[src/rtl/pipe_hazard_ctrl_if.sv]
// Pipeline hazard-control bundle: stage icodes/registers/status in, stall/bubble controls and counters out.
interface pipe_hazard_ctrl_if;
    logic [3:0]  D_icode_i;
    logic [3:0]  E_icode_i;
    logic [3:0]  M_icode_i;
    logic [3:0]  E_dstM_i;
    logic [3:0]  d_srcA_i;
    logic [3:0]  d_srcB_i;
    logic        e_Cnd_i;
    logic [2:0]  m_stat_i;
    logic [2:0]  W_stat_i;

    logic        F_stall_o;
    logic        D_stall_o;
    logic        D_bubble_o;
    logic        E_bubble_o;
    logic        M_bubble_o;
    logic        W_stall_o;
    logic        cpu_halt_o;
    logic [2:0]  halt_stat_o;
    logic [31:0] cyc_cnt_o;
    logic [31:0] lu_cnt_o;
    logic [31:0] mp_cnt_o;
    logic [31:0] ret_cnt_o;

    modport master (
        output D_icode_i, E_icode_i, M_icode_i, E_dstM_i, d_srcA_i, d_srcB_i,
               e_Cnd_i, m_stat_i, W_stat_i,
        input  F_stall_o, D_stall_o, D_bubble_o, E_bubble_o, M_bubble_o, W_stall_o,
               cpu_halt_o, halt_stat_o, cyc_cnt_o, lu_cnt_o, mp_cnt_o, ret_cnt_o
    );

    modport slave (
        input  D_icode_i, E_icode_i, M_icode_i, E_dstM_i, d_srcA_i, d_srcB_i,
               e_Cnd_i, m_stat_i, W_stat_i,
        output F_stall_o, D_stall_o, D_bubble_o, E_bubble_o, M_bubble_o, W_stall_o,
               cpu_halt_o, halt_stat_o, cyc_cnt_o, lu_cnt_o, mp_cnt_o, ret_cnt_o
    );
endinterface

[src/rtl/pipe_hazard_ctrl.sv]
// Y86-64 pipeline hazard controller: stall/bubble generation, halt state machine and
// saturating performance counters.
module pipe_hazard_ctrl (
    input  logic                clk_i,
    input  logic                rst_n_i,
    pipe_hazard_ctrl_if.slave   bus
);
    localparam int unsigned CNT_W = 32;

    localparam logic [3:0] IMRMOVQ = 4'h5;
    localparam logic [3:0] IJXX    = 4'h7;
    localparam logic [3:0] IRET    = 4'h9;
    localparam logic [3:0] IPOPQ   = 4'hB;
    localparam logic [3:0] RNONE   = 4'hF;

    localparam logic [2:0] SAOK = 3'd1;
    localparam logic [2:0] SADR = 3'd2;
    localparam logic [2:0] SINS = 3'd3;
    localparam logic [2:0] SHLT = 3'd4;

    typedef enum logic {ST_RUN = 1'b0, ST_STOP = 1'b1} state_t;

    state_t             state;
    logic               cpu_halt;
    logic [2:0]         halt_stat;
    logic [CNT_W-1:0]   cyc_cnt;
    logic [CNT_W-1:0]   lu_cnt;
    logic [CNT_W-1:0]   mp_cnt;
    logic [CNT_W-1:0]   ret_cnt;

    logic load_use;
    logic ret_pend;
    logic mispredict;
    logic exc_m;
    logic exc_w;
    logic ret_only;

    logic f_stall, d_stall, d_bubble, e_bubble, m_bubble, w_stall;

    // Hazard detection from the current pipeline-register contents
    always_comb begin
        load_use   = ((bus.E_icode_i == IMRMOVQ) || (bus.E_icode_i == IPOPQ)) &&
                     (bus.E_dstM_i != RNONE) &&
                     ((bus.E_dstM_i == bus.d_srcA_i) || (bus.E_dstM_i == bus.d_srcB_i));
        ret_pend   = (bus.D_icode_i == IRET) || (bus.E_icode_i == IRET) ||
                     (bus.M_icode_i == IRET);
        mispredict = (bus.E_icode_i == IJXX) && !bus.e_Cnd_i;
        exc_m      = (bus.m_stat_i == SADR) || (bus.m_stat_i == SINS) || (bus.m_stat_i == SHLT);
        exc_w      = (bus.W_stat_i == SADR) || (bus.W_stat_i == SINS) || (bus.W_stat_i == SHLT);
        ret_only   = ret_pend && !load_use;
    end

    // Controls are combinational so the pipeline registers act on the same edge;
    // load_use wins stage D over a pending ret.
    always_comb begin
        f_stall  = 1'b0;
        d_stall  = 1'b0;
        d_bubble = 1'b0;
        e_bubble = 1'b0;
        m_bubble = 1'b0;
        w_stall  = 1'b0;
        if (state == ST_STOP) begin
            f_stall  = 1'b1;
            d_stall  = 1'b1;
            e_bubble = 1'b1;
            m_bubble = 1'b1;
            w_stall  = 1'b1;
        end else begin
            f_stall  = load_use | ret_pend;
            d_stall  = load_use;
            d_bubble = mispredict | ret_only;
            e_bubble = mispredict | load_use;
            m_bubble = exc_m | exc_w;
            w_stall  = exc_w;
        end
    end

    function automatic logic [CNT_W-1:0] sat_inc(input logic [CNT_W-1:0] v, input logic en);
        if (en && (v != {CNT_W{1'b1}})) begin
            return v + CNT_W'(1);
        end
        return v;
    endfunction

    // Run/stop state, halt capture and counters; everything freezes once stopped
    always_ff @(posedge clk_i or negedge rst_n_i) begin
        if (!rst_n_i) begin
            state     <= ST_RUN;
            cpu_halt  <= 1'b0;
            halt_stat <= SAOK;
            cyc_cnt   <= '0;
            lu_cnt    <= '0;
            mp_cnt    <= '0;
            ret_cnt   <= '0;
        end else begin
            case (state)
                ST_RUN: begin
                    cyc_cnt <= sat_inc(cyc_cnt, 1'b1);
                    lu_cnt  <= sat_inc(lu_cnt, load_use);
                    mp_cnt  <= sat_inc(mp_cnt, mispredict);
                    ret_cnt <= sat_inc(ret_cnt, ret_only);
                    if (exc_w) begin
                        state     <= ST_STOP;
                        cpu_halt  <= 1'b1;
                        halt_stat <= bus.W_stat_i;
                    end
                end
                ST_STOP: begin
                    state    <= ST_STOP;
                    cpu_halt <= 1'b1;
                end
                default: begin
                    state    <= ST_RUN;
                    cpu_halt <= 1'b0;
                end
            endcase
        end
    end

    assign bus.F_stall_o   = f_stall;
    assign bus.D_stall_o   = d_stall;
    assign bus.D_bubble_o  = d_bubble;
    assign bus.E_bubble_o  = e_bubble;
    assign bus.M_bubble_o  = m_bubble;
    assign bus.W_stall_o   = w_stall;
    assign bus.cpu_halt_o  = cpu_halt;
    assign bus.halt_stat_o = halt_stat;
    assign bus.cyc_cnt_o   = cyc_cnt;
    assign bus.lu_cnt_o    = lu_cnt;
    assign bus.mp_cnt_o    = mp_cnt;
    assign bus.ret_cnt_o   = ret_cnt;
endmodule

[src/flat_wrapper.sv]
// flat-port wrapper written by rule: the top's interface ports become plain ports
module pipe_hazard_ctrl_flat 
  (clk_i, rst_n_i, bus_D_icode_i, bus_E_icode_i, bus_M_icode_i, bus_E_dstM_i, bus_d_srcA_i, bus_d_srcB_i, bus_e_Cnd_i, bus_m_stat_i, bus_W_stat_i, bus_F_stall_o, bus_D_stall_o, bus_D_bubble_o, bus_E_bubble_o, bus_M_bubble_o, bus_W_stall_o, bus_cpu_halt_o, bus_halt_stat_o, bus_cyc_cnt_o, bus_lu_cnt_o, bus_mp_cnt_o, bus_ret_cnt_o);
  pipe_hazard_ctrl_if bus_i ();
  input  logic clk_i;
  input  logic rst_n_i;
  input wire logic [$bits(bus_i.D_icode_i)-1:0] bus_D_icode_i;
  input wire logic [$bits(bus_i.E_icode_i)-1:0] bus_E_icode_i;
  input wire logic [$bits(bus_i.M_icode_i)-1:0] bus_M_icode_i;
  input wire logic [$bits(bus_i.E_dstM_i)-1:0] bus_E_dstM_i;
  input wire logic [$bits(bus_i.d_srcA_i)-1:0] bus_d_srcA_i;
  input wire logic [$bits(bus_i.d_srcB_i)-1:0] bus_d_srcB_i;
  input wire logic [$bits(bus_i.e_Cnd_i)-1:0] bus_e_Cnd_i;
  input wire logic [$bits(bus_i.m_stat_i)-1:0] bus_m_stat_i;
  input wire logic [$bits(bus_i.W_stat_i)-1:0] bus_W_stat_i;
  output wire logic [$bits(bus_i.F_stall_o)-1:0] bus_F_stall_o;
  output wire logic [$bits(bus_i.D_stall_o)-1:0] bus_D_stall_o;
  output wire logic [$bits(bus_i.D_bubble_o)-1:0] bus_D_bubble_o;
  output wire logic [$bits(bus_i.E_bubble_o)-1:0] bus_E_bubble_o;
  output wire logic [$bits(bus_i.M_bubble_o)-1:0] bus_M_bubble_o;
  output wire logic [$bits(bus_i.W_stall_o)-1:0] bus_W_stall_o;
  output wire logic [$bits(bus_i.cpu_halt_o)-1:0] bus_cpu_halt_o;
  output wire logic [$bits(bus_i.halt_stat_o)-1:0] bus_halt_stat_o;
  output wire logic [$bits(bus_i.cyc_cnt_o)-1:0] bus_cyc_cnt_o;
  output wire logic [$bits(bus_i.lu_cnt_o)-1:0] bus_lu_cnt_o;
  output wire logic [$bits(bus_i.mp_cnt_o)-1:0] bus_mp_cnt_o;
  output wire logic [$bits(bus_i.ret_cnt_o)-1:0] bus_ret_cnt_o;
  assign bus_i.D_icode_i = bus_D_icode_i;
  assign bus_i.E_icode_i = bus_E_icode_i;
  assign bus_i.M_icode_i = bus_M_icode_i;
  assign bus_i.E_dstM_i = bus_E_dstM_i;
  assign bus_i.d_srcA_i = bus_d_srcA_i;
  assign bus_i.d_srcB_i = bus_d_srcB_i;
  assign bus_i.e_Cnd_i = bus_e_Cnd_i;
  assign bus_i.m_stat_i = bus_m_stat_i;
  assign bus_i.W_stat_i = bus_W_stat_i;
  assign bus_F_stall_o = bus_i.F_stall_o;
  assign bus_D_stall_o = bus_i.D_stall_o;
  assign bus_D_bubble_o = bus_i.D_bubble_o;
  assign bus_E_bubble_o = bus_i.E_bubble_o;
  assign bus_M_bubble_o = bus_i.M_bubble_o;
  assign bus_W_stall_o = bus_i.W_stall_o;
  assign bus_cpu_halt_o = bus_i.cpu_halt_o;
  assign bus_halt_stat_o = bus_i.halt_stat_o;
  assign bus_cyc_cnt_o = bus_i.cyc_cnt_o;
  assign bus_lu_cnt_o = bus_i.lu_cnt_o;
  assign bus_mp_cnt_o = bus_i.mp_cnt_o;
  assign bus_ret_cnt_o = bus_i.ret_cnt_o;
  pipe_hazard_ctrl u_core (.clk_i(clk_i), .rst_n_i(rst_n_i), .bus(bus_i));
endmodule
[config.mk]
export PLATFORM = sky130hd
export DESIGN_NAME = pipe_hazard_ctrl_flat
export DESIGN_NICKNAME = d
export VERILOG_FILES = /design/src/rtl/pipe_hazard_ctrl_if.sv /design/src/rtl/pipe_hazard_ctrl.sv /design/src/flat_wrapper.sv
export SDC_FILE = /design/constraint.sdc
export NUM_CORES = 1
export LEC_CHECK = 0
export ABC_AREA = 0
export BUFFER_PORTS_ARGS = -buffer_cell sky130_fd_sc_hd__buf_2
export CORE_MARGIN = 2
export CORE_UTILIZATION = 57
export DETAILED_ROUTE_END_ITERATION = 10
export PLACE_DENSITY = 0.85
export SYNTH_ARGS = -nofsm -noshare
export SYNTH_HDL_FRONTEND = slang
export SYNTH_SLANG_ARGS = --single-unit
[constraint.sdc]
create_clock -name clk_i -period 3.6 [get_ports clk_i]
set_input_delay 0 -clock clk_i [delete_from_list [all_inputs] [get_ports clk_i]]
set_output_delay 0 -clock clk_i [all_outputs]
set_load 0.03 [all_outputs]
-- After elaboration in Yosys (flattened, before gate mapping)
Index checks and enable logic that the tools add are counted.
W data, S select, Z words.
- bits in writable memories: 0
- bits in read-only memories: 0
- input port bits: 33
- logic and storage cells: 80
- output and inout bits: 138
- flip-flop bits (word level): 133
- bits in latches: 0
- memories kept: 0
- bitwise gates (word level): 5
- eq/ne operators: 20
- div/mod/pow operators: 0
- shifts and indexed selects: 0
- add/subtract/negate cells: 4
- $lt $le $gt $ge: 0
- $mul: 0
- multiplexer cells: 22
- reductions and logical operators: 22
- operators with widths (cell ; count):
    $add A32 B1 Y32 const B ; 4
    $mux W32 ; 4
    $ne A32 B32 Y1 const B ; 4
    $eq A4 B4 Y1 const B ; 4
    $mux W1 ; 16
    $eq A3 B2 Y1 const B ; 4
    $reduce_and A2 Y1 ; 5
    $eq A4 B3 Y1 const B ; 2
    $eq A4 B4 Y1 ; 2
    $logic_or A1 B1 Y1 ; 8
    $logic_and A1 B1 Y1 ; 7
    $eq A3 B3 Y1 const B ; 2
    $ne A4 B4 Y1 const B ; 1
    $or A1 B1 Y1 ; 4
    $pmux W1 S2 ; 2
    $logic_not A1 Y1 ; 2
    $ne A2 B1 Y1 const B ; 1
    $not A1 Y1 ; 1

-- Logic depth before layout (Yosys ltp)
Gate-level depths: netlist of the first run.
- depth after elaboration: 10
- mapped depth: 9
- gate-level depth less buffers: 7

-- Least setup slack after synthesis of the first run
No wires, ideal clock.
- path kind: reg2reg
- start: register u_core.lu_cnt[16], in the netlist u_core.bus.lu_cnt_o[16]
- end: register u_core.lu_cnt[8], in the netlist u_core.bus.lu_cnt_o[8]
- arrival: 2.342 ns
- setup time: 0.138 ns
- path buffers: 1
- setup slack: 1.120 ns
- cell stages (with the launch flop): 8
- required time: 3.462 ns
- cells stage by stage: dfrtp_1 -> nand4_2 -> or4_1 -> or4_1 -> and3_1 -> buf_6 -> and3_2 -> xor2_1
- cells in the longest elaborated chain, start to end: 5
- RTL lines (what ; RTL line ; RTL):
    start: declaration ; pipe_hazard_ctrl.sv:27 ; logic [CNT_W-1:0] lu_cnt;
    start signal: assignment ; pipe_hazard_ctrl.sv:99 ; lu_cnt <= sat_inc(lu_cnt, load_use);
    $ne A32 B32 Y1 ; pipe_hazard_ctrl.sv:79 ; if (en && (v != {CNT_W{1'b1}})) begin
    $logic_and A1 B1 Y1 ; pipe_hazard_ctrl.sv:79 ;
    $mux W1 ; pipe_hazard_ctrl.sv:79 ;
    $mux W1 ; pipe_hazard_ctrl.sv:96 ; case (state)
    $reduce_and A2 Y1 (no line) ; - ;
Every way passes these cells. The select of a mux whose other input is x is not followed.
A chain may end at the register's enable or synchronous reset.

-- Worst setup path after layout of the first run
- start: register u_core.cyc_cnt[23], in the netlist u_core.bus.cyc_cnt_o[23]
- end: register u_core.cyc_cnt[21], in the netlist u_core.bus.cyc_cnt_o[21]
- cells in the longest elaborated chain, start to end: 4
- RTL lines (what ; RTL line ; RTL):
    start: declaration ; pipe_hazard_ctrl.sv:26 ; logic [CNT_W-1:0] cyc_cnt;
    start signal: assignment ; pipe_hazard_ctrl.sv:98 ; cyc_cnt <= sat_inc(cyc_cnt, 1'b1);
    $ne A32 B32 Y1 ; pipe_hazard_ctrl.sv:79 ;
    $mux W1 ; pipe_hazard_ctrl.sv:79 ;
    $mux W1 ; pipe_hazard_ctrl.sv:96 ;
    $reduce_and A2 Y1 (no line) ; - ;
Every way passes these cells. The select of a mux whose other input is x is not followed.

==> flow_summary_export.csv, run 1 <==
group,metric,value,unit
run_status,run_status,"completed",
critical_path,worstSetupPathType,"reg2reg",
power,power_per_cell_area,435.7,mW/mm^2
clock_network,cts.path.max_buffers,2,
layout,post_layout_nonfiller_instances,978,
sta,setup_ws,924.9,ps
die,die-width,111.1,microns
place,place_hpwl,11.73,mm
clock_network,cts_tree,"done",
power,peakVddDrop,0.3624,mV
power,portion_of_total_power_attributed_to_sequential_cells,43.2,%
sta,timing_worst_slew_pin_value,1068,ps
grt,grt_first_pass_wirelength,27.51,mm
routing,routed_wl,16.70,mm
layout,nets,859,
routing,drt-pass1-iter-count,5,
sta,final_max_slew_viol_count,0,
die,core,0.01132,sq mm
layout,fillcell_total,787,
grt,global_route.usage.total,27.86,%
sta,max_freq,373.8,MHz
yosys,mappedNetlistNets,670,
clock_network,clock_insertion_delay_worst_skew,410,ps
layout,post_route_cells_drive_above_1_share,26.71,%
yosys,post_synth_num_cell_types,53,
yosys,syn_area,0.006540,sq mm
place,routability_congestion,0.9479,
clock_network,postCtsResizedCells,0,
die,placement_rows,39,
yosys,yosysSeqAreaShare,50.91,%
die,die_area,0.01235,sq mm
routing,drc,0,
critical_path,timing.critical_path.from_type,"flip-flop",
die,floorplan.initialDensity,57.77,%
sta,slew-limit-headroom,28.83,%
routing,route.antenna.remaining_nets,0,
clock_network,clk_pin_slew_worst_paths,60,ps
sta,finalSetupTns,0,ps
critical_path,critPathArrivalTime,2960,ps
routing,vias_after_detailed_routing,5639,
worst_hold_path,holdCritPathClass,"in2reg",
die,die_h,111.1,microns
sta,clock_skew,7.009,ps
yosys,ys_seq_elements,133,
clock_network,cts.hold.buffers_added,7,
place,place_inst,939,
critical_path,end_kind,"flip-flop",
grt,pin_count_of_the_biggest_net_entering_global_routing,85,
grt,grt_pass1_vias,5511,
layout,area_growth,26.13,%
sta,finalWorstPathRequiredPeriod,2675,ps
power,leakagePower,4.282,nW
power,comb_power_share,5.3,%
place,pre_cts_ws,1029,ps
power,p_switching,0.0007812,W
run,cap_viol_max_count,0,
grt,globalRouteOverflowTotal,0,
critical_path,cp_data_required_time,3880,ps
power,cellInternalPower,0.002813,W
yosys,synth_cells,633,
grt,grt_antenna_before_repair,0,
yosys,synth_area_per_cell,10.33,sq um
power,power.share.clock,51.5,%
clock_network,cell_at_the_root_of_the_clock_tree,"sky130_fd_sc_hd__clkbuf_16",
routing,detail_route.iter0.violations,360,
die,design.portCount,171,
yosys,synth_edf_count,0,
routing,drt-wirelength-per-cell,17.07,microns
power,net_switching_fraction_of_the_power,21.73,%
yosys,ys_async_sr_fraction,100.0,%
sta,setup_repair_after_global_routing_missed_its_margin,"no",
clock_network,number_of_h_tree_levels,4,
sta,report.final.hold_viol_count,0,
sta,finalCritPeriodShare,74.31,%
place,port-buffer-count,170,
yosys,yosys_most_used_dff,"sky130_fd_sc_hd__dfrtp_1",
clock_network,postCtsSetupBuffers,0,
critical_path,crit_path_max_fanout,7,
sta,setup_viol,0,
clock_network,tritoncts.num_buffers,17,
layout,diode_insertion_count_for_antenna_repair,0,
routing,routed_via_density,5.766,
yosys,synth_warnings,0,
clock_network,cts_sinks,133,
-- worst paths after layout --
check / startpoint / to / slack [ps] / depth (start not counted)
max: u_core.bus.cyc_cnt_o[23]$_DFFE_PN0P_ / u_core.bus.cyc_cnt_o[21]$_DFFE_PN0P_ / 920 / 6
min: bus_e_Cnd_i / u_core.bus.mp_cnt_o[26]$_DFFE_PN0P_ / 120 / 5
max reg2reg: u_core.bus.cyc_cnt_o[23]$_DFFE_PN0P_ / u_core.bus.cyc_cnt_o[21]$_DFFE_PN0P_ / 920 / 6
min reg2reg: u_core.bus.mp_cnt_o[31]$_DFFE_PN0P_ / u_core.bus.mp_cnt_o[31]$_DFFE_PN0P_ / 500 / 1
max in group asynchronous: rst_n_i / u_core.bus.mp_cnt_o[13]$_DFFE_PN0P_ / 2420 / 3
min in group asynchronous: rst_n_i / u_core.bus.mp_cnt_o[31]$_DFFE_PN0P_ / 310 / 2
-- metal layers --
layer | global-route usage [%] | share of wire [%]
met1 | 36.02 | 41
met2 | 45.85 | 50
met3 | 6.998 | 7.1
met4 | 10.21 | 2.6
met5 | 0 | 0
-- power groups by stage --
stage / clock network (W) / logic (W) / registers [W]
2_1_floorplan: 0 / 0.0000418 / 0.00162
3_3_place_gp: 0 / 0.000175 / 0.00157
3_5_place_dp: 0 / 0.000181 / 0.00157
4_1_cts: 0.00188 / 0.000193 / 0.00155
5_1_grt: 0.00194 / 0.000208 / 0.00155
6_report: 0.00185 / 0.000191 / 0.00155
-- placed cells by master (no fill, tap or decap), types with 8 or more instances in the layout --
cell,count
sky130_fd_sc_hd__buf_2,169
sky130_fd_sc_hd__xor2_1,69
sky130_fd_sc_hd__nand2_1,58
sky130_fd_sc_hd__and3_1,15
sky130_fd_sc_hd__xnor2_1,59
sky130_fd_sc_hd__nand3_1,44
sky130_fd_sc_hd__clkbuf_16,17
sky130_fd_sc_hd__nor2_1,59
sky130_fd_sc_hd__nor4_1,13
sky130_fd_sc_hd__nor3_1,32
sky130_fd_sc_hd__nand4_1,39
sky130_fd_sc_hd__inv_1,18
sky130_fd_sc_hd__and4_1,8
sky130_fd_sc_hd__dfrtp_1,132
-- cells in the mapped netlist (6+ instances only) --
library cell               count  area (sq um)
sky130_fd_sc_hd__nand3_1      44         220.2
sky130_fd_sc_hd__nand4_1      39         244.0
sky130_fd_sc_hd__xor2_1       69         604.3
sky130_fd_sc_hd__inv_1        18         67.56
sky130_fd_sc_hd__and4_1        8         70.07
sky130_fd_sc_hd__mux2_2        6         67.56
sky130_fd_sc_hd__and3_1       15         93.84
sky130_fd_sc_hd__nor4_1       13         81.33
sky130_fd_sc_hd__nor3_1       32         160.2
sky130_fd_sc_hd__nor2_1       59         221.5
sky130_fd_sc_hd__dfrtp_1     132          3303
sky130_fd_sc_hd__xnor2_1      59         516.8
sky130_fd_sc_hd__nand2_1      58         217.7
sky130_fd_sc_hd__nand2b_1      7         43.79
-- logic make-up after synthesis --
group / Yosys count / synth area share [%]
buffers and inverters: 27 / 1.894
muxes: 8 / 1.339
DFF: 133 / 50.91
and+or+nand+nor: 314 / 25.79
AOI/OAI and AO/OA: 19 / 2.162
xor gates and xnor gates: 128 / 17.14
adders and majority gates: 4 / 0.7653
-- layout make-up --
| type | instances | area, sq um | share of cell area (%) |
|---|---|---|---|
| Clock buffer | 23 | 488.0 | 5.915 |
| Clock inverter | 9 | 147.6 | 1.790 |
| Inverter | 18 | 67.56 | 0.8191 |
| Multi-Input combinational cell | 473 | 3087 | 37.42 |
| Sequential cell | 133 | 3329 | 40.36 |
| Tap cell | 143 | 178.9 | 2.169 |
| Timing Repair Buffer | 179 | 950.9 | 11.53 |
-- worst max-delay path, stage by stage (launching register included) --
cell,delay (ps)
sky130_fd_sc_hd__dfrtp_1,420
sky130_fd_sc_hd__nand4_1,180
sky130_fd_sc_hd__nor4_1,740
sky130_fd_sc_hd__nand3_1,300
sky130_fd_sc_hd__o21ai_1,560
sky130_fd_sc_hd__nor2_1,160
sky130_fd_sc_hd__xor2_1,190
-- sequential cells by signal, indices dropped and copies added (netlist names) --
signal,cells
u_core.bus.cyc_cnt_o,32
u_core.bus.lu_cnt_o,32
u_core.bus.mp_cnt_o,32
u_core.bus.ret_cnt_o,32
u_core.bus.halt_stat_o,3
u_core.bus.cpu_halt_o,1
u_core.state,1
-- stage by stage --
step	utilization, %	hold WS, ps	cell area, sq um	power (W)
2_1_floorplan	-	-295.6	6540	0.001657
3_3_place_gp	66.63	231.6	7543	0.001748
3_5_place_dp	66.63	250.2	7543	0.001755
4_1_cts	72.87	105.0	8249	0.003619
5_1_grt	72.87	140.1	8249	0.003703
6_report	72.87	121.5	8249	0.003594
Note: power is estimated with default switching activity, not from simulation.
==> inputs of run 2 (changes only) <==
Settings changed: ABC_AREA 0 to 1, PLACE_DENSITY 0.85 to 0.82.
Clock period 3.6 ns to 2.5 ns, I/O delays scaled along.
==> flow_summary_export.csv, run 2 <==
group,metric,value,unit
critical_path,critPathTopFamily,"simple AND/OR/NAND/NOR gates",
power,net_switching_fraction_of_the_power,25.69,%
critical_path,path_cells,"ha_1 -> nand3_2 -> inv_1 -> nand2_2 -> nor2_2 -> nand2_2 -> nor2_4 -> nor2_4 -> buf_4 -> nand2_1 -> o21ai_2",
clock_network,number_of_h_tree_levels,4,
yosys,synth_cells,1389,
power,power.share.clock,49.7,%
routing,drc,0,
run_status,run_status,"completed",
die,die_area,0.01709,sq mm
die,die_h,130.7,microns
die,core,0.01577,sq mm
yosys,synth_warnings,0,
power,cellInternalPower,0.004206,W
sta,setup_repair_after_global_routing_missed_its_margin,"no",
worst_hold_path,holdCritPathClass,"in2reg",
layout,nets,1602,
yosys,ys_seq_elements,133,
critical_path,slowest_stage,"sky130_fd_sc_hd__dfrtp_1",
yosys,mappedNetlistNets,1426,
critical_path,timing.critical_path.from_type,"flip-flop",
die,placement_rows,46,
routing,drt-pass1-iter-count,7,
critical_path,critical_path_buf_inv_count,2,
sta,max_freq,443.1,MHz
power,power_per_cell_area,519.8,mW/mm^2
power,p_switching,0.001454,W
grt,globalRouteOverflowTotal,0,
clock_network,postCtsResizedCells,0,
grt,pin_count_of_the_biggest_net_entering_global_routing,68,
layout,postLayoutCellArea,0.01089,sq mm
layout,post_route_cells_drive_above_1_share,17.74,%
die,floorplan.initialDensity,58.04,%
power,leakagePower,5.389,nW
clock_network,tritoncts.num_buffers,17,
sta,setup_ws,243.2,ps
place,routability_congestion,0.9769,
place,detailed_place.area,0.01019,sq mm
place,port-buffer-count,170,
clock_network,clock_insertion_delay_worst_skew,430,ps
yosys,area_share_of_the_largest_cell_type_after_synthesis,36.09,%
routing,vias_after_detailed_routing,9547,
layout,final_cell_mix,"570 x sky130_fd_sc_hd__nand2_1, 176 x sky130_fd_sc_hd__nor2_1, 169 x sky130_fd_sc_hd__buf_2, 133 x sky130_fd_sc_hd__inv_1, 132 x sky130_fd_sc_hd__dfrtp_1",
yosys,synth_edf_count,0,
layout,area_growth,18.95,%
clock_network,cts_tree,"done",
run,cap_viol_max_count,0,
sta,hold-worst-slack,84.40,ps
yosys,yosys-top-cells-count,"570 x sky130_fd_sc_hd__nand2_1, 176 x sky130_fd_sc_hd__nor2_1, 133 x sky130_fd_sc_hd__inv_1",
clock_network,postCtsSetupBuffers,0,
critical_path,worstSetupPathType,"reg2reg",
yosys,yosysSeqAreaShare,36.38,%
clock_network,cts_sinks,133,
yosys,yosys_most_used_dff,"sky130_fd_sc_hd__dfrtp_1",
power,comb_power_share,9.9,%
sta,timing_worst_slew_pin_value,678.3,ps
place,pre_cts_ws,316.6,ps
clock_network,cell_at_the_root_of_the_clock_tree,"sky130_fd_sc_hd__clkbuf_16",
critical_path,critical-path-max-stage-delay,450,ps
place,place_hpwl,18.42,mm
power,totalPowerFinal,0.005659,W
grt,grt_pass1_vias,8573,
yosys,post_synth_num_cell_types,36,
sta,report.final.hold_viol_count,0,
grt,global_route.usage.total,30.04,%
clock_network,cts.hold.buffers_added,4,
grt,grt_antenna_before_repair,0,
routing,routed_wl,25.19,mm
sta,finalWorstPathRequiredPeriod,2257,ps
sta,finalSetupTns,0,ps
layout,diode_insertion_count_for_antenna_repair,0,
critical_path,critPathArrivalTime,2550,ps
power,portion_of_total_power_attributed_to_sequential_cells,40.4,%
sta,slew-limit-headroom,54.67,%
critical_path,end_kind,"flip-flop",
critical_path,crit_path_max_fanout,54,
yosys,synthDominantAreaCellType,"sky130_fd_sc_hd__dfrtp_1",
sta,final_max_slew_viol_count,0,
yosys,ys_async_sr_fraction,100.0,%
routing,route.antenna.remaining_nets,0,
die,die-width,130.7,microns
critical_path,cp_data_required_time,2800,ps
clock_network,cts.path.max_buffers,2,
yosys,synth_area_per_cell,6.589,sq um
die,design.portCount,171,
sta,clock_skew,7.704,ps
sta,finalCritPeriodShare,90.27,%
layout,layout.cells.most_common,"sky130_fd_sc_hd__nand2_1",
power,peakVddDrop,0.5176,mV
routing,routed_via_density,5.322,
sta,setup_viol,0,
yosys,synth.top_cells.by_area,"sky130_fd_sc_hd__dfrtp_1 36%, sky130_fd_sc_hd__nand2_1 23%, sky130_fd_sc_hd__nor2_1 7.2%",
routing,drt-wirelength-per-cell,14.04,microns
yosys,post-synth-top-count-cell,"sky130_fd_sc_hd__nand2_1",
grt,grt_first_pass_wirelength,41.18,mm
clock_network,clk_pin_slew_worst_paths,60,ps
routing,detail_route.iter0.violations,811,
yosys,syn_area,0.009153,sq mm
## run 2: per-stage QoR
stage                     util (%)  cells
final                        69.03   1794
after global routing         69.03   1794
after CTS                    69.03   1794
after global placement       64.61   1758
after floorplan                  -   1389
after detailed placement     64.61   1758
## run 2: per-layer routing
metal	GRT usage (%)	wire [microns]	vias up
met5	0	0	-
met4	11.51	664	0
met3	5.090	1546	62
met2	48.53	11770	357
met1	40.63	11210	4411
li1	-	-	4717
## run 2: final timing paths
kind | cells past startpoint | startpoint | endpoint | slack (ps)
max reg2reg | 11 | u_core.bus.lu_cnt_o[0]$_DFFE_PN0P_ | u_core.bus.lu_cnt_o[31]$_DFFE_PN0P_ | 240
max in group asynchronous | 3 | rst_n_i | u_core.bus.cyc_cnt_o[15]$_DFFE_PN0P_ | 1630
min | 5 | bus_W_stat_i[2] | u_core.bus.halt_stat_o[2]$_DFFE_PN0P_ | 80
min reg2reg | 1 | u_core.bus.cpu_halt_o$_DFFE_PN0P_ | u_core.bus.cpu_halt_o$_DFFE_PN0P_ | 470
min in group asynchronous | 2 | rst_n_i | u_core.bus.lu_cnt_o[5]$_DFFE_PN0P_ | 110
max | 11 | u_core.bus.lu_cnt_o[0]$_DFFE_PN0P_ | u_core.bus.lu_cnt_o[31]$_DFFE_PN0P_ | 240
## run 2: layout make-up
| class | count | area [sq um] |
|---|---|---|
| Fill cell | 1368 | 4883 |
| Clock inverter | 12 | 200.2 |
| Clock buffer | 20 | 456.7 |
| Multi-Input combinational cell | 1081 | 5075 |
| Timing Repair Buffer | 188 | 1015 |
| Sequential cell | 133 | 3329 |
| Inverter | 144 | 540.5 |
| Tap cell | 216 | 270.3 |
## run 2: tightest hold or removal path, cell delays in order
cell and delay (ps):
sky130_fd_sc_hd__buf_2 100, sky130_fd_sc_hd__inv_1 60, sky130_fd_sc_hd__a21oi_1 110, sky130_fd_sc_hd__o21ai_0 160, sky130_fd_sc_hd__nand2_1 50
## run 2: power by group through the flow
stage | Combinational [W] | Sequential, W | Clock [W]
floorplan | 0.000227 | 0.00243 | 0
global placement | 0.000545 | 0.00232 | 0
detailed placement | 0.000555 | 0.00232 | 0
CTS | 0.000564 | 0.00229 | 0.00283
global route | 0.000619 | 0.00230 | 0.00294
finish | 0.000561 | 0.00229 | 0.00281
## run 2: logic make-up after synthesis
family / count (synthesis) / share of synthesized area [%]
flip-flops: 133 / 36.38
adder cells (fa/ha/maj): 4 / 0.5468
AO/OA/AOI/OAI: 72 / 5.099
multiplexers: 1 / 0.1230
XOR/XNOR: 67 / 6.412
buffers and inverters: 175 / 8.216
AND/OR/NAND/NOR: 937 / 43.23
==> inputs of run 3 (changes only) <==
Settings changed: REMOVE_ABC_BUFFERS from default to 1.
==> flow_summary_export.csv, run 3 (synthesized netlist as in run 2, its figures left out) <==
group,metric,value,unit
run_status,run_status,"completed",
grt,globalRouteOverflowTotal,0,
sta,setup_repair_after_global_routing_missed_its_margin,"no",
routing,drt-pass1-iter-count,8,
clock_network,cell_at_the_root_of_the_clock_tree,"sky130_fd_sc_hd__clkbuf_16",
sta,report.final.hold_viol_count,0,
routing,route.antenna.remaining_nets,0,
worst_hold_path,timing.hold.worst_path_depth,5,
routing,drc,0,
power,power_per_cell_area,530.8,mW/mm^2
critical_path,path_cells,"ha_1 -> nand3_2 -> inv_1 -> nand2_1 -> nor2_1 -> nand3_1 -> nand2_2 -> inv_2 -> o21ai_0 -> nand2_1",
clock_network,cts_sinks,133,
routing,routed_wl,26.09,mm
sta,finalCritPeriodShare,90.00,%
critical_path,slowest_stage,"sky130_fd_sc_hd__inv_2",
die,design.portCount,171,
sta,timing_worst_slew_pin_value,1068,ps
clock_network,clock_insertion_delay_worst_skew,430,ps
clock_network,cts_tree,"done",
sta,max_freq,444.5,MHz
critical_path,cp_data_required_time,2870,ps
place,routability_congestion,0.9327,
grt,pin_count_of_the_biggest_net_entering_global_routing,69,
die,core,0.01577,sq mm
die,die_area,0.01709,sq mm
layout,final_cell_mix,"570 x sky130_fd_sc_hd__nand2_1, 176 x sky130_fd_sc_hd__nor2_1, 169 x sky130_fd_sc_hd__buf_2, 133 x sky130_fd_sc_hd__inv_1, 132 x sky130_fd_sc_hd__dfrtp_1",
die,die_h,130.7,microns
die,placement_rows,46,
sta,hold-worst-slack,124.6,ps
routing,routed_via_density,5.383,
critical_path,timing.reg2reg.worst_path_depth,10,
critical_path,critical_path_buf_inv_count,2,
grt,grt_pass1_vias,8680,
sta,finalWorstPathRequiredPeriod,2250,ps
worst_hold_path,holdCritPathClass,"in2reg",
clock_network,postCtsSetupBuffers,0,
die,floorplan.initialDensity,58.04,%
sta,slew-limit-headroom,28.70,%
run,cap_viol_max_count,0,
place,port-buffer-count,170,
place,place_inst,1759,
clock_network,clk_pin_slew_worst_paths,60,ps
sta,final_max_slew_viol_count,0,
critical_path,critPathTopFamily,"simple AND/OR/NAND/NOR gates",
sta,setup_viol,0,
layout,post_layout_nonfiller_instances,1797,
critical_path,critPathArrivalTime,2620,ps
critical_path,end_kind,"flip-flop",
place,place_hpwl,18.89,mm
layout,area_growth,19.51,%
clock_network,tritoncts.num_buffers,17,
grt,grt_antenna_before_repair,2,
clock_network,cts.path.max_buffers,2,
critical_path,crit_path_max_fanout,37,
clock_network,number_of_h_tree_levels,4,
die,die-width,130.7,microns
power,leakagePower,5.413,nW
power,peakVddDrop,0.4585,mV
critical_path,worstSetupPathType,"reg2reg",
routing,drt-wirelength-per-cell,14.52,microns
routing,vias_after_detailed_routing,9674,
critical_path,timing.critical_path.from_type,"flip-flop",
layout,nets,1604,
layout,post_route_cells_drive_above_1_share,17.85,%
critical_path,critical-path-max-stage-delay,480,ps
power,totalPowerFinal,0.005806,W
sta,clock_skew,9.942,ps
critical_path,critical_path_cell_count,10,
grt,global_route.usage.total,30.64,%
sta,finalSetupTns,0,ps
routing,detail_route.iter0.violations,1005,
layout,layout.cells.most_common,"sky130_fd_sc_hd__nand2_1",
grt,grt_first_pass_wirelength,41.69,mm
critical_path,critPathMostFrequentCell,"sky130_fd_sc_hd__nand2_1",
run 3: repair_timing:
| action | in CTS | in global routing |
|---|---|---|
| gates resized for setup | 0 | 0 |
| endpoints found under the hold margin | 68 | 0 |
| setup endpoints to repair | 0 | 13 |
| hold buffers | 4 | 0 |
run 3: path summary, 6_finish.rpt:
path                                                         end                                from  slack [ps]
min reg2reg                    u_core.bus.cpu_halt_o$_DFFE_PN0P_   u_core.bus.cpu_halt_o$_DFFE_PN0P_         460
max                          u_core.bus.mp_cnt_o[18]$_DFFE_PN0P_  u_core.bus.mp_cnt_o[0]$_DFFE_PN0P_         250
max in group asynchronous  u_core.bus.halt_stat_o[0]$_DFFE_PN1P_                             rst_n_i        1550
min                        u_core.bus.halt_stat_o[2]$_DFFE_PN0P_                     bus_W_stat_i[2]         120
min in group asynchronous     u_core.bus.mp_cnt_o[5]$_DFFE_PN0P_                             rst_n_i         140
max reg2reg                  u_core.bus.mp_cnt_o[18]$_DFFE_PN0P_  u_core.bus.mp_cnt_o[0]$_DFFE_PN0P_         250
run 3: final cells by class:
cell class / instances / area [sq um]
sequential: 133 / 3329
multi-input combinational: 1082 / 5081
inverter: 144 / 540.5
timing repair buffer: 189 / 1022
clock inverter: 11 / 221.5
antenna: 1 / 2.502
fill: 1418 / 4832
clock buffer: 21 / 470.5
tap: 216 / 270.3
run 3: worst reg2reg max path, stage by stage (launching register included):
cell                      delay (ps)
sky130_fd_sc_hd__dfrtp_1         430
sky130_fd_sc_hd__ha_1            340
sky130_fd_sc_hd__nand3_2         170
sky130_fd_sc_hd__inv_1            50
sky130_fd_sc_hd__nand2_1         150
sky130_fd_sc_hd__nor2_1           90
sky130_fd_sc_hd__nand3_1          90
sky130_fd_sc_hd__nand2_2          60
sky130_fd_sc_hd__inv_2           480
sky130_fd_sc_hd__o21ai_0         220
sky130_fd_sc_hd__nand2_1         120
run 3: metal layers:
layer	share of wire [%]	vias up	global-route usage (%)
li1	-	4719	-
met3	7.2	74	6.148
met2	47	412	50.77
met5	0.050	-	0
met4	2.3	2	9.011
met1	43	4467	40.94
run 3: per-stage QoR:
stage / area, sq um / util [%] / setup slack, ps
after floorplan: 8941 / - / 19.80
after global placement: 10200 / 64.66 / 198.7
after detailed placement: 10200 / 64.66 / 142.2
after CTS: 10930 / 69.30 / 100.8
after global routing: 10940 / 69.34 / 22.31
final: 10940 / 69.36 / 250.0
run 3: where the power goes:
group	leakage, nW	internal, W	switching (W)	total (W)
registers	1.67	0.00222	0.0000667	0.00228
logic	3.42	0.000170	0.000397	0.000567
clock network	0.330	0.00195	0.00100	0.00296
